### src/rtl/wash_payment_frontend.sv
// Customer-side payment and start unit for the car wash.
// Collects coin credit, checks it against the single/double wash price, pulses
// coin_in to the wash controller, returns change and holds double_wash until the
// controller reports completion. Handles cancel, idle auto-refund and a missing
// acknowledge from the wash controller (sticky fault).
module wash_payment_frontend #(
  parameter int CREDIT_W     = 5,
  parameter int PRICE_SINGLE = 4,
  parameter int PRICE_DOUBLE = 6,
  parameter int IDLE_TO      = 1000,
  parameter int ACK_TO       = 8
) (
  input  logic                clk,
  input  logic                rst_n,
  input  logic                coin_valid_i,
  input  logic [1:0]          coin_value_i,
  input  logic                start_btn_i,
  input  logic                sel_double_i,
  input  logic                cancel_btn_i,
  input  logic                wash_done_i,
  output logic                coin_in_o,
  output logic                double_wash_o,
  output logic [CREDIT_W-1:0] credit_o,
  output logic                coin_reject_o,
  output logic                change_valid_o,
  output logic [CREDIT_W-1:0] change_amount_o,
  output logic                busy_o,
  output logic                cycle_done_o,
  output logic                fault_o
);

  // Counters only need to reach TO-1; keep at least one bit for TO == 1.
  localparam int IDLE_W = (IDLE_TO > 1) ? $clog2(IDLE_TO) : 1;
  localparam int ACK_W  = (ACK_TO > 1) ? $clog2(ACK_TO) : 1;

  // One extra bit so credit + coin can be tested for overflow.
  localparam logic [CREDIT_W:0] CREDIT_MAX = {1'b0, {CREDIT_W{1'b1}}};
  localparam logic [CREDIT_W:0] PRICE_S_W  = (CREDIT_W+1)'(PRICE_SINGLE);
  localparam logic [CREDIT_W:0] PRICE_D_W  = (CREDIT_W+1)'(PRICE_DOUBLE);

  typedef enum logic [2:0] {
    S_IDLE,
    S_COLLECT,
    S_START,
    S_WAIT_ACK,
    S_RUNNING
  } state_t;

  state_t              state_q;
  logic [CREDIT_W-1:0] credit_q;
  logic [CREDIT_W-1:0] change_amount_q;
  logic [IDLE_W-1:0]   idle_cnt_q;
  logic [ACK_W-1:0]    ack_cnt_q;
  logic                coin_in_q;
  logic                double_wash_q;
  logic                coin_reject_q;
  logic                change_valid_q;
  logic                busy_q;
  logic                cycle_done_q;
  logic                fault_q;

  logic [CREDIT_W:0]   coin_units_w;
  logic [CREDIT_W:0]   credit_sum_w;
  logic [CREDIT_W:0]   price_w;
  logic                in_payment_w;
  logic                coin_acc_w;
  logic                start_ok_w;
  logic [CREDIT_W-1:0] credit_d;
  logic [CREDIT_W-1:0] start_change_w;

  // Credit units of a coin code; the foreign-coin code is worth nothing.
  function automatic logic [CREDIT_W:0] coin_units(input logic [1:0] code);
    case (code)
      2'b00:   coin_units = (CREDIT_W+1)'(1);
      2'b01:   coin_units = (CREDIT_W+1)'(2);
      2'b10:   coin_units = (CREDIT_W+1)'(5);
      default: coin_units = '0;
    endcase
  endfunction

  // Coin acceptance, price selection and the change owed on a valid start.
  always_comb begin
    coin_units_w   = coin_units(coin_value_i);
    credit_sum_w   = {1'b0, credit_q} + coin_units_w;
    in_payment_w   = (state_q == S_IDLE) || (state_q == S_COLLECT);
    coin_acc_w     = coin_valid_i && (coin_value_i != 2'b11) &&
                     (credit_sum_w <= CREDIT_MAX) && in_payment_w;
    credit_d       = coin_acc_w ? credit_sum_w[CREDIT_W-1:0] : credit_q;
    price_w        = sel_double_i ? PRICE_D_W : PRICE_S_W;
    // The price check uses registered credit; a same-cycle coin only adds change.
    start_ok_w     = ({1'b0, credit_q} >= price_w);
    start_change_w = credit_d - price_w[CREDIT_W-1:0];
  end

  // Payment/wash sequencer with all outputs registered.
  always_ff @(posedge clk or negedge rst_n) begin
    if (!rst_n) begin
      state_q         <= S_IDLE;
      credit_q        <= '0;
      change_amount_q <= '0;
      idle_cnt_q      <= '0;
      ack_cnt_q       <= '0;
      coin_in_q       <= 1'b0;
      double_wash_q   <= 1'b0;
      coin_reject_q   <= 1'b0;
      change_valid_q  <= 1'b0;
      busy_q          <= 1'b0;
      cycle_done_q    <= 1'b0;
      fault_q         <= 1'b0;
    end else begin
      coin_in_q      <= 1'b0;
      change_valid_q <= 1'b0;
      cycle_done_q   <= 1'b0;
      // Any coin not credited this cycle (foreign, overflow or busy) is returned.
      coin_reject_q  <= coin_valid_i && !coin_acc_w;

      case (state_q)
        S_IDLE: begin
          if (coin_acc_w) begin
            credit_q   <= credit_d;
            idle_cnt_q <= '0;
            state_q    <= S_COLLECT;
          end
        end

        S_COLLECT: begin
          if (cancel_btn_i) begin
            change_amount_q <= credit_d;
            change_valid_q  <= 1'b1;
            credit_q        <= '0;
            fault_q         <= 1'b0;
            state_q         <= S_IDLE;
          end else if (start_btn_i && start_ok_w) begin
            change_amount_q <= start_change_w;
            change_valid_q  <= 1'b1;
            credit_q        <= '0;
            double_wash_q   <= sel_double_i;
            coin_in_q       <= 1'b1;
            busy_q          <= 1'b1;
            state_q         <= S_START;
          end else if (coin_valid_i || start_btn_i) begin
            credit_q   <= credit_d;
            idle_cnt_q <= '0;
          end else if (idle_cnt_q == IDLE_W'(IDLE_TO - 1)) begin
            // Customer walked away: hand back whatever was inserted.
            change_amount_q <= credit_q;
            change_valid_q  <= 1'b1;
            credit_q        <= '0;
            state_q         <= S_IDLE;
          end else begin
            idle_cnt_q <= idle_cnt_q + 1'b1;
          end
        end

        S_START: begin
          ack_cnt_q <= '0;
          state_q   <= S_WAIT_ACK;
        end

        S_WAIT_ACK: begin
          if (!wash_done_i) begin
            state_q <= S_RUNNING;
          end else if (ack_cnt_q == ACK_W'(ACK_TO - 1)) begin
            // Controller never left idle; the payment is not refunded.
            fault_q       <= 1'b1;
            double_wash_q <= 1'b0;
            busy_q        <= 1'b0;
            state_q       <= S_IDLE;
          end else begin
            ack_cnt_q <= ack_cnt_q + 1'b1;
          end
        end

        S_RUNNING: begin
          if (wash_done_i) begin
            cycle_done_q  <= 1'b1;
            double_wash_q <= 1'b0;
            busy_q        <= 1'b0;
            state_q       <= S_IDLE;
          end
        end

        default: begin
          busy_q  <= 1'b0;
          state_q <= S_IDLE;
        end
      endcase
    end
  end

  assign coin_in_o       = coin_in_q;
  assign double_wash_o   = double_wash_q;
  assign credit_o        = credit_q;
  assign coin_reject_o   = coin_reject_q;
  assign change_valid_o  = change_valid_q;
  assign change_amount_o = change_amount_q;
  assign busy_o          = busy_q;
  assign cycle_done_o    = cycle_done_q;
  assign fault_o         = fault_q;

endmodule

### config.mk
export PLATFORM = sky130hd
export DESIGN_NAME = wash_payment_frontend
export DESIGN_NICKNAME = d
export VERILOG_FILES = /design/src/rtl/wash_payment_frontend.sv
export SDC_FILE = /design/constraint.sdc
export NUM_CORES = 1
export LEC_CHECK = 0
export CORE_MARGIN = 3
export CORE_UTILIZATION = 55
export CTS_CLUSTER_SIZE = 28
export DETAILED_ROUTE_END_ITERATION = 8
export MAX_ROUTING_LAYER = met4
export PLACE_DENSITY = 0.86
export SKIP_CTS_REPAIR_TIMING = 1
export SYNTH_ARGS = -nofsm -noshare
export SYNTH_HDL_FRONTEND = slang
export SYNTH_SLANG_ARGS = --single-unit
### constraint.sdc
create_clock -name clk -period 3.6 [get_ports clk]
set_clock_uncertainty 0.05 [all_clocks]
set_input_delay 0.72 -clock clk [delete_from_list [all_inputs] [get_ports clk]]
set_output_delay 0.72 -clock clk [all_outputs]
set_load 0.01 [all_outputs]
### After elaboration in Yosys (flattened, before gate mapping)

Cells that the tools add are included.

* bits in registers: 33

* order comparisons: 2
* add/subtract/negate cells: 4
* reduce and logical (&&, ||, !) cells: 24
* mux-type cells: 54
* eq/ne operators: 24
* bitwise gates (word level): 1

Operators by type and width (count)
* $mux W10: 5
* $mux W5: 10
* $mux W3: 10
* $mux W1: 20
* $pmux W10 S2: 1
* $ne A2 B2 Y1 const B: 9
* $pmux W3 S5: 1
* $reduce_and A6 Y1: 2
* $add A10 B1 Y10 const B: 1
* $eq A10 B10 Y1 const B: 1
* $pmux W5 S2: 1
* $reduce_and A5 Y1: 2
* $ne A3 B3 Y1 const B: 3
* $pmux W3 S3: 1
* $reduce_and A3 Y1: 3
* $add A5 B6 Y6: 1
* $eq A3 B2 Y1 const B: 2
* $eq A3 B3 Y1 const B: 2
* $le A6 B5 Y1 const B: 1
* $pmux W3 S2: 1
* $reduce_bool A2 Y1: 3
* $reduce_bool A3 Y1: 2
* $ge A5 B3 Y1: 1
* $logic_and A1 B1 Y1: 5
* 20 further kinds: 21

### Longest topological paths before layout

Gate-level depths: netlist of the first run.

* depth after elaboration: 11
* depth in mapped cells: 14

### Worst setup path before layout of the first run

OpenSTA, ideal clock, no wires.

* kind: input to register
* from: input coin_value_i[0]
* to: register change_amount_q[2] (netlist: change_amount_o[2])
* data required time: 3429 ps
* path buffers: 0
* data arrival time: 3104 ps
* library setup time: 121 ps
* cell stages on the path: 13
* slack: 325 ps
* cells stage by stage: inv_1 > nor2_1 > ha_1 > and3_1 > or2_1 > a31oi_4 > mux2i_1 > ha_1 > inv_1 > ha_1 > mux2_1 > mux2i_1 > o21ai_1

* cells in the longest elaborated chain, start to end: 10
* elaborated cells between the ends (all ways): 14

Ends and longest elaborated chain
* start, declared: line 16 `input logic [1:0] coin_value_i,`
* $eq A2 B2 Y1, or another cell as far along: line 73 `case (code)`
* $pmux W3 S3: line 73
* $add A5 B6 Y6: line 84 `credit_sum_w = {1'b0, credit_q} + coin_units_w;`
* $le A6 B5 Y1: line 87 `(credit_sum_w <= CREDIT_MAX) && in_payment_w;`
* $logic_and A1 B1 Y1: line 86 `coin_acc_w = coin_valid_i && (coin_value_i != 2'b11) &&`
* $logic_and A1 B1 Y1: line 87
* $mux W5 (*): line 88 `credit_d = coin_acc_w ? credit_sum_w[CREDIT_W-1:0] : credit_q;`
* $sub A5 B3 Y5: line 92 `start_change_w = credit_d - price_w[CREDIT_W-1:0];`
* $mux W5: line 133 `end else if (start_btn_i && start_ok_w) begin`
* $mux W5 (*): line 127 `if (cancel_btn_i) begin`
* end signal, assigned: line 128 `change_amount_q <= credit_d;`
* end signal, assigned: line 134 `change_amount_q <= start_change_w;`
* end signal, assigned: line 146 `change_amount_q <= credit_q;`
* end, declared: line 51 `logic [CREDIT_W-1:0] change_amount_q;`

Every way passes the cells marked *; elsewhere a longest branch is shown, timed or not.
A chain may end at the register's enable or synchronous reset.

### Final worst setup path of the first run

* from: input coin_value_i[1]
* to: register change_amount_q[4] (netlist: change_amount_o[4])

The elaborated chain is that of the path after synthesis.

==> impl_metrics.json, run 1 <==
{
  "fin_crit_ns": 3.348,
  "fp.dieH_um": 67.60,
  "timing.hold.ws_ns": 0.4311,
  "first_pass_iters": 4,
  "synth_edf_count": 0,
  "yosys_warnings": 0,
  "outcome": "complete, no violations",
  "area_delta_synth_final_pct": 22.96,
  "synth_cell_types": 58,
  "rsz0062_at_grt": "no",
  "die_w_um": 67.60,
  "ys_ff_latch": 33,
  "startpoint_type": "input pin",
  "core-area_um2": 3495,
  "yosysMostFrequentCell": "dfrtp_1",
  "fin_nets": 284,
  "end_kind": "flop",
  "max_freq_ghz": 0.2987,
  "worst_slack_ns": 0.2523,
  "drt_iter0_drc": 155,
  "critPathKind": "input pin to flop",
  "drc": 0,
  "grt_antenna_before_repair": 0,
  "grt_max_degree": 34,
  "worst_path_max_delay_cell": "or3_1",
  "start_util_pct": 59.72,
  "io_pins": 26,
  "yosysSeqAreaShare_pct": 39.57,
  "io_buffers": 25,
  "n_antenna_cell": 0,
  "crit_buf_inv": 1,
  "syn_nets": 245,
  "gp_congestion": 0.8786,
  "fin_crit_sh_pct": 92.99,
  "grt_pass1_vias": 1788,
  "clockRootBuffer": "clkbuf_8",
  "cpPeakStageDelay_ns": 0.36,
  "vias": 1893,
  "yosys-top-cells-count": "dfrtp_1 (33), nand2_1 (28), nor2_1 (23)",
  "synth_area_leaders": "dfrtp_1 (40%), ha_1 (5.4%), nand2_1 (5.0%), nor2_1 (4.1%), mux2i_1 (3.8%)",
  "worst_slew_pin_slew_ns": 0.6481,
  "wl_um": 5014,
  "critPathMaxFanout": 4,
  "path_cells": "dlymetal6s2s_1, nor2b_2, ha_1, and3_1, or2_4, a31oi_4, mux2i_2, ha_2, o211ai_1, or3_1, o211ai_1, a21oi_1, o31ai_1",
  "synth-async-reset-ratio_pct": 100.0,
  "layout-drive-gt1-share_pct": 17.36,
  "drv_cap": 0,
  "slew_violations": 0,
  "dpl.hpwl_um": 3581,
  "synth_top_area_cell": "dfrtp_1",
  "netlist_area_um2": 2087,
  "arrival_ns": 3.48,
  "required_ns": 3.73,
  "overflow": 0,
  "cts_buffer_depth": 2,
  "netlist_instances": 226,
  "via_per_inst": 6.087,
  "clk_latency_ns": 0.28,
  "p_leak_nw": 1.130,
  "wl_per_cell_um": 16.12,
  "hold_class": "flop to flop",
  "grtUsageTotal_pct": 24.56,
  "hold_violations": 0,
  "cp_top_family": "simple AND/OR/NAND/NOR gates",
  "cts_tree": "done",
  "final_antenna_net_count": 0,
  "ir_drop_mv": 0.3950,
  "cts_sinks": 33,
  "slew_headroom_pct": 56.56,
  "grt_pass1_wl_um": 8259,
  "cts_buffers": 5,
  "fp-row-count": 21,
  "cts_htree_levels": 2,
  "synthFlopType": "dfrtp_1",
  "setup_violations": 0,
  "crit_top_cell": "o211ai_1",
  "dp_slack_ns": -0.3758,
  "synth_top_area_share_pct": 39.57,
  "die_area_um2": 4570,
  "clkTransAtPathRegs_ns": 0.06,
  "powerDensity_nw_per_um2": 646.4,
  "syn_area_per_cell_um2": 9.235
}
-- sequential cells by signal, summed over array words and instances, names as in the netlist --
register / cells
fault_o: 1
cycle_done_o: 1
change_valid_o: 1
credit_o: 5
state_q: 3
idle_cnt_q: 10
double_wash_o: 1
busy_o: 1
coin_in_o: 1
ack_cnt_q: 3
coin_reject_o: 1
change_amount_o: 5
-- power breakdown --
group          switching, W  leakage, nW  internal (W)
clock              0.000125       0.0443      0.000151
sequential         0.000116        0.436      0.000470
combinational      0.000409        0.650      0.000388
-- through the flow --
step | power, W | area, um2 | util (%) | setup TNS [ns] | instances
after detailed placement | 0.001336 | 2432 | 69.60 | -1.002 | 301
after floorplan | 0.001049 | 2087 | - | 0 | 226
final | 0.001659 | 2566 | 73.43 | 0 | 311
after CTS | 0.001616 | 2519 | 72.07 | -0.1559 | 308
after global routing | 0.001783 | 2566 | 73.43 | 0 | 311
after global placement | 0.001310 | 2432 | 69.60 | -0.2547 | 301
-- layout by cell type, fill, tap and decap left out, types with 2 or more instances in the layout --
master           synthesis  routed
dfrtp_1                 33      33
nand2_1                 28      28
clkdlybuf4s50_1          0      23
nor2_1                  23      22
buf_4                    3      17
a31oi_1                 11      11
inv_1                    9       9
o21ai_0                  8       8
ha_1                     9       8
a21oi_1                  7       7
mux2i_1                  8       7
o21ai_1                  7       7
clkbuf_8                 0       6
nor3_1                   5       5
and3_1                   4       4
nand3_1                  4       4
or3_1                    4       4
o211ai_1                 4       4
a21o_1                   3       3
a32o_1                   3       3
nor2_2                   1       2
nand2_2                  2       2
nand2b_1                 2       2
a31o_1                   2       2
inv_2                    2       2
or4b_1                   2       2
or2_2                    2       2
mux2_1                   2       2
dlymetal6s2s_1           0       2
-- path summary, 6_finish.rpt --
kind                                            to  depth (start not counted)  slack (ns)       startpoint
worst max-delay path            change_amount_o[4]                         13        0.25  coin_value_i[1]
worst min-delay path                  ack_cnt_q[0]                          1        0.43     ack_cnt_q[0]
worst max register to register  change_amount_o[4]                         11        0.51      credit_o[2]
worst min register to register        ack_cnt_q[0]                          1        0.43     ack_cnt_q[0]
max in group asynchronous              credit_o[2]                          2        2.40            rst_n
min in group asynchronous       change_amount_o[4]                          2        0.80            rst_n
-- metal layers --
metal	global-route usage (%)	wire length, um	vias up	part of all wire, %
met5	-	0	-	0
met4	11.14	116	0	2.3
met3	5.324	332	11	6.6
met2	37.55	2480	81	49
met1	31.05	2083	897	42
li1	-	-	904	-
-- area by class of cell --
class                           count  area (um2)
Fill cell                         259       928.4
Sequential cell                    33       825.8
Clock buffer                        7       86.33
Multi-Input combinational cell    172        1172
Tap cell                           46       57.56
Inverter                           11       41.29
Timing Repair Buffer               42       382.9
-- logic make-up after synthesis --
family | share of synthesized area [%]
muxes | 5.456
AOI/OAI and AO/OA | 22.96
buffers and inverters | 5.216
and+or+nand+nor | 20.02
DFF | 39.57
xor gates and xnor gates | 0.4197
adders and majority gates | 6.355
No activity file was read; power rests on OpenSTA's default activity.
==> inputs of run 2 (changes only) <==
CORE_MARGIN = 5   (was 3)
==> run 2 against run 1 <==
  * Non-clock buffer count is 2 higher
  * Sequential share of layout area is 0.28 points lower
  * Critical path depth is 1 higher
  * Register-to-register slack hardly changed
  * Setup slack better by 0.060 ns
  * Clock power is 5% lower
  * Maximum frequency is 1.8% higher
  * Flip-flop and latch count stayed put
  * Count of clock-buffer cells in the layout is 1 higher
  * Routed wire length is 0.56% higher
  * Core utilization is 2.7 points lower
  * First-iteration DRC count is 21% higher
  * Critical path type unchanged
  * Highest routed layer unchanged
==> impl_metrics.json, run 2 (same netlist as run 1, synthesis figures left out) <==
{
  "clk_latency_ns": 0.28,
  "clockRootBuffer": "clkbuf_8",
  "cts_buffer_depth": 2,
  "hold_violations": 0,
  "first_pass_iters": 4,
  "layout-drive-gt1-share_pct": 17.54,
  "core-area_um2": 3661,
  "slew_violations": 0,
  "p_comb_share_pct": 48.7,
  "layout_common_cells": "dfrtp_1 (33), nand2_1 (28), clkdlybuf4s50_1 (23), nor2_1 (22), buf_4 (19)",
  "p_leak_nw": 1.137,
  "final_cell_area_um2": 2589,
  "placed_cell_area_um2": 2457,
  "max_freq_ghz": 0.3041,
  "io_buffers": 25,
  "worst_slack_ns": 0.3120,
  "hold_depth": 2,
  "crit_top_cell": "o211ai_1",
  "power_w": 0.001659,
  "cts_sinks": 33,
  "largest_reg_flops": 10,
  "drt_iter0_drc": 187,
  "area_delta_synth_final_pct": 24.04,
  "cts_tree": "done",
  "start_util_pct": 57.01,
  "fin_cells": 316,
  "fin_nets": 286,
  "wl_um": 5042,
  "outcome": "complete, no violations",
  "power_switching_w": 0.0006533,
  "fp.dieH_um": 71.60,
  "cp_top_family": "simple AND/OR/NAND/NOR gates",
  "cp.depth": 14,
  "die_w_um": 71.60,
  "startpoint_type": "input pin",
  "dpl.hpwl_um": 3536,
  "io_pins": 26,
  "cts_buffers": 5,
  "ir_drop_mv": 0.4668,
  "fin_crit_sh_pct": 91.33,
  "hold_class": "flop to flop",
  "powerDensity_nw_per_um2": 640.7,
  "cpPeakStageDelay_ns": 0.38,
  "fin_crit_ns": 3.288,
  "vias": 1895,
  "dp.cells": 306,
  "n_antenna_cell": 0,
  "end_kind": "flop",
  "fp-row-count": 22,
  "rsz0062_at_grt": "no",
  "required_ns": 3.74,
  "arrival_ns": 3.43,
  "grtUsageTotal_pct": 21.28,
  "final_antenna_net_count": 0,
  "power_frac_seq_pct": 35.4,
  "crit_buf_inv": 2,
  "clkTransAtPathRegs_ns": 0.06,
  "critPathKind": "input pin to flop",
  "p_sw_share_pct": 39.39,
  "gp_congestion": 0.9156,
  "die_area_um2": 5127,
  "intPower_w": 0.001005,
  "critPathMaxFanout": 3,
  "layout_commonest_cell": "dfrtp_1",
  "worstRegToRegCells": 11,
  "drv_cap": 0,
  "grt_pass1_vias": 1822,
  "dp_slack_ns": -0.2444,
  "worst_slew_pin_slew_ns": 0.6281,
  "path_cells": "dlymetal6s2s_1, inv_1, nor2_2, ha_1, and3_1, or2_4, a31oi_4, mux2i_2, ha_2, o211ai_1, or3_1, o211ai_1, a21oi_1, o31ai_1",
  "slew_headroom_pct": 57.90,
  "grt_antenna_before_repair": 0,
  "grt_max_degree": 34,
  "worst_path_max_delay_cell": "or3_1",
  "cts_htree_levels": 2,
  "overflow": 0,
  "p_clk_share_pct": 15.8,
  "setup_violations": 0,
  "wl_per_cell_um": 15.96,
  "top_register": "idle_cnt_q",
  "drc": 0,
  "via_per_inst": 5.997,
  "grt_pass1_wl_um": 8480,
  "final_core_util_pct": 70.71
}
[run 2: through the flow]
stage	hold slack (ns)	setup TNS, ns
after CTS	0.4404	0
after global routing	0.4503	0
final	0.4322	0
after global placement	0.4146	-0.2307
after floorplan	0.3744	0
after detailed placement	0.4262	-0.6790
[run 2: area by class of cell]
cell class | instances | area [um2]
Timing Repair Buffer | 44 | 397.9
Tap cell | 48 | 60.06
Sequential cell | 33 | 825.8
Clock buffer | 8 | 80.08
Fill cell | 271 | 1072
Inverter | 11 | 41.29
Multi-Input combinational cell | 172 | 1184
[run 2: power by group through the flow]
stage	sequential, W	combinational, W	clock (W)
after floorplan	0.000569	0.000479	0
after global placement	0.000582	0.000737	0
after detailed placement	0.000586	0.000758	0
after CTS	0.000580	0.000766	0.000269
after global routing	0.000604	0.000899	0.000285
final	0.000587	0.000808	0.000263
[run 2: per-layer routing]
layer	vias up	global-route usage, %	part of all wire, %
met1	904	26.35	44
met2	63	34.18	49
li1	911	-	-
met4	0	8.142	2.4
met3	17	4.348	5.1
met5	-	-	0
[run 2: final timing paths]
path                                     from            endpoint  slack [ns]
max                           coin_value_i[0]  change_amount_o[4]        0.31
min                        change_amount_o[2]  change_amount_o[2]        0.43
max reg2reg                       credit_o[1]  change_amount_o[4]        0.50
min reg2reg                change_amount_o[2]  change_amount_o[2]        0.43
max in group asynchronous               rst_n        ack_cnt_q[1]        2.39
min in group asynchronous               rst_n  change_amount_o[1]        0.79
[run 2: worst register-to-register path: stages (launching register included)]
cell and delay, ns:
dfrtp_1 0.50, ha_1 0.36, and3_1 0.20, or2_4 0.26
a31oi_4 0.21, mux2i_2 0.28, ha_2 0.22, o211ai_1 0.11
or3_1 0.38, o211ai_1 0.10, a21oi_1 0.10, o31ai_1 0.23
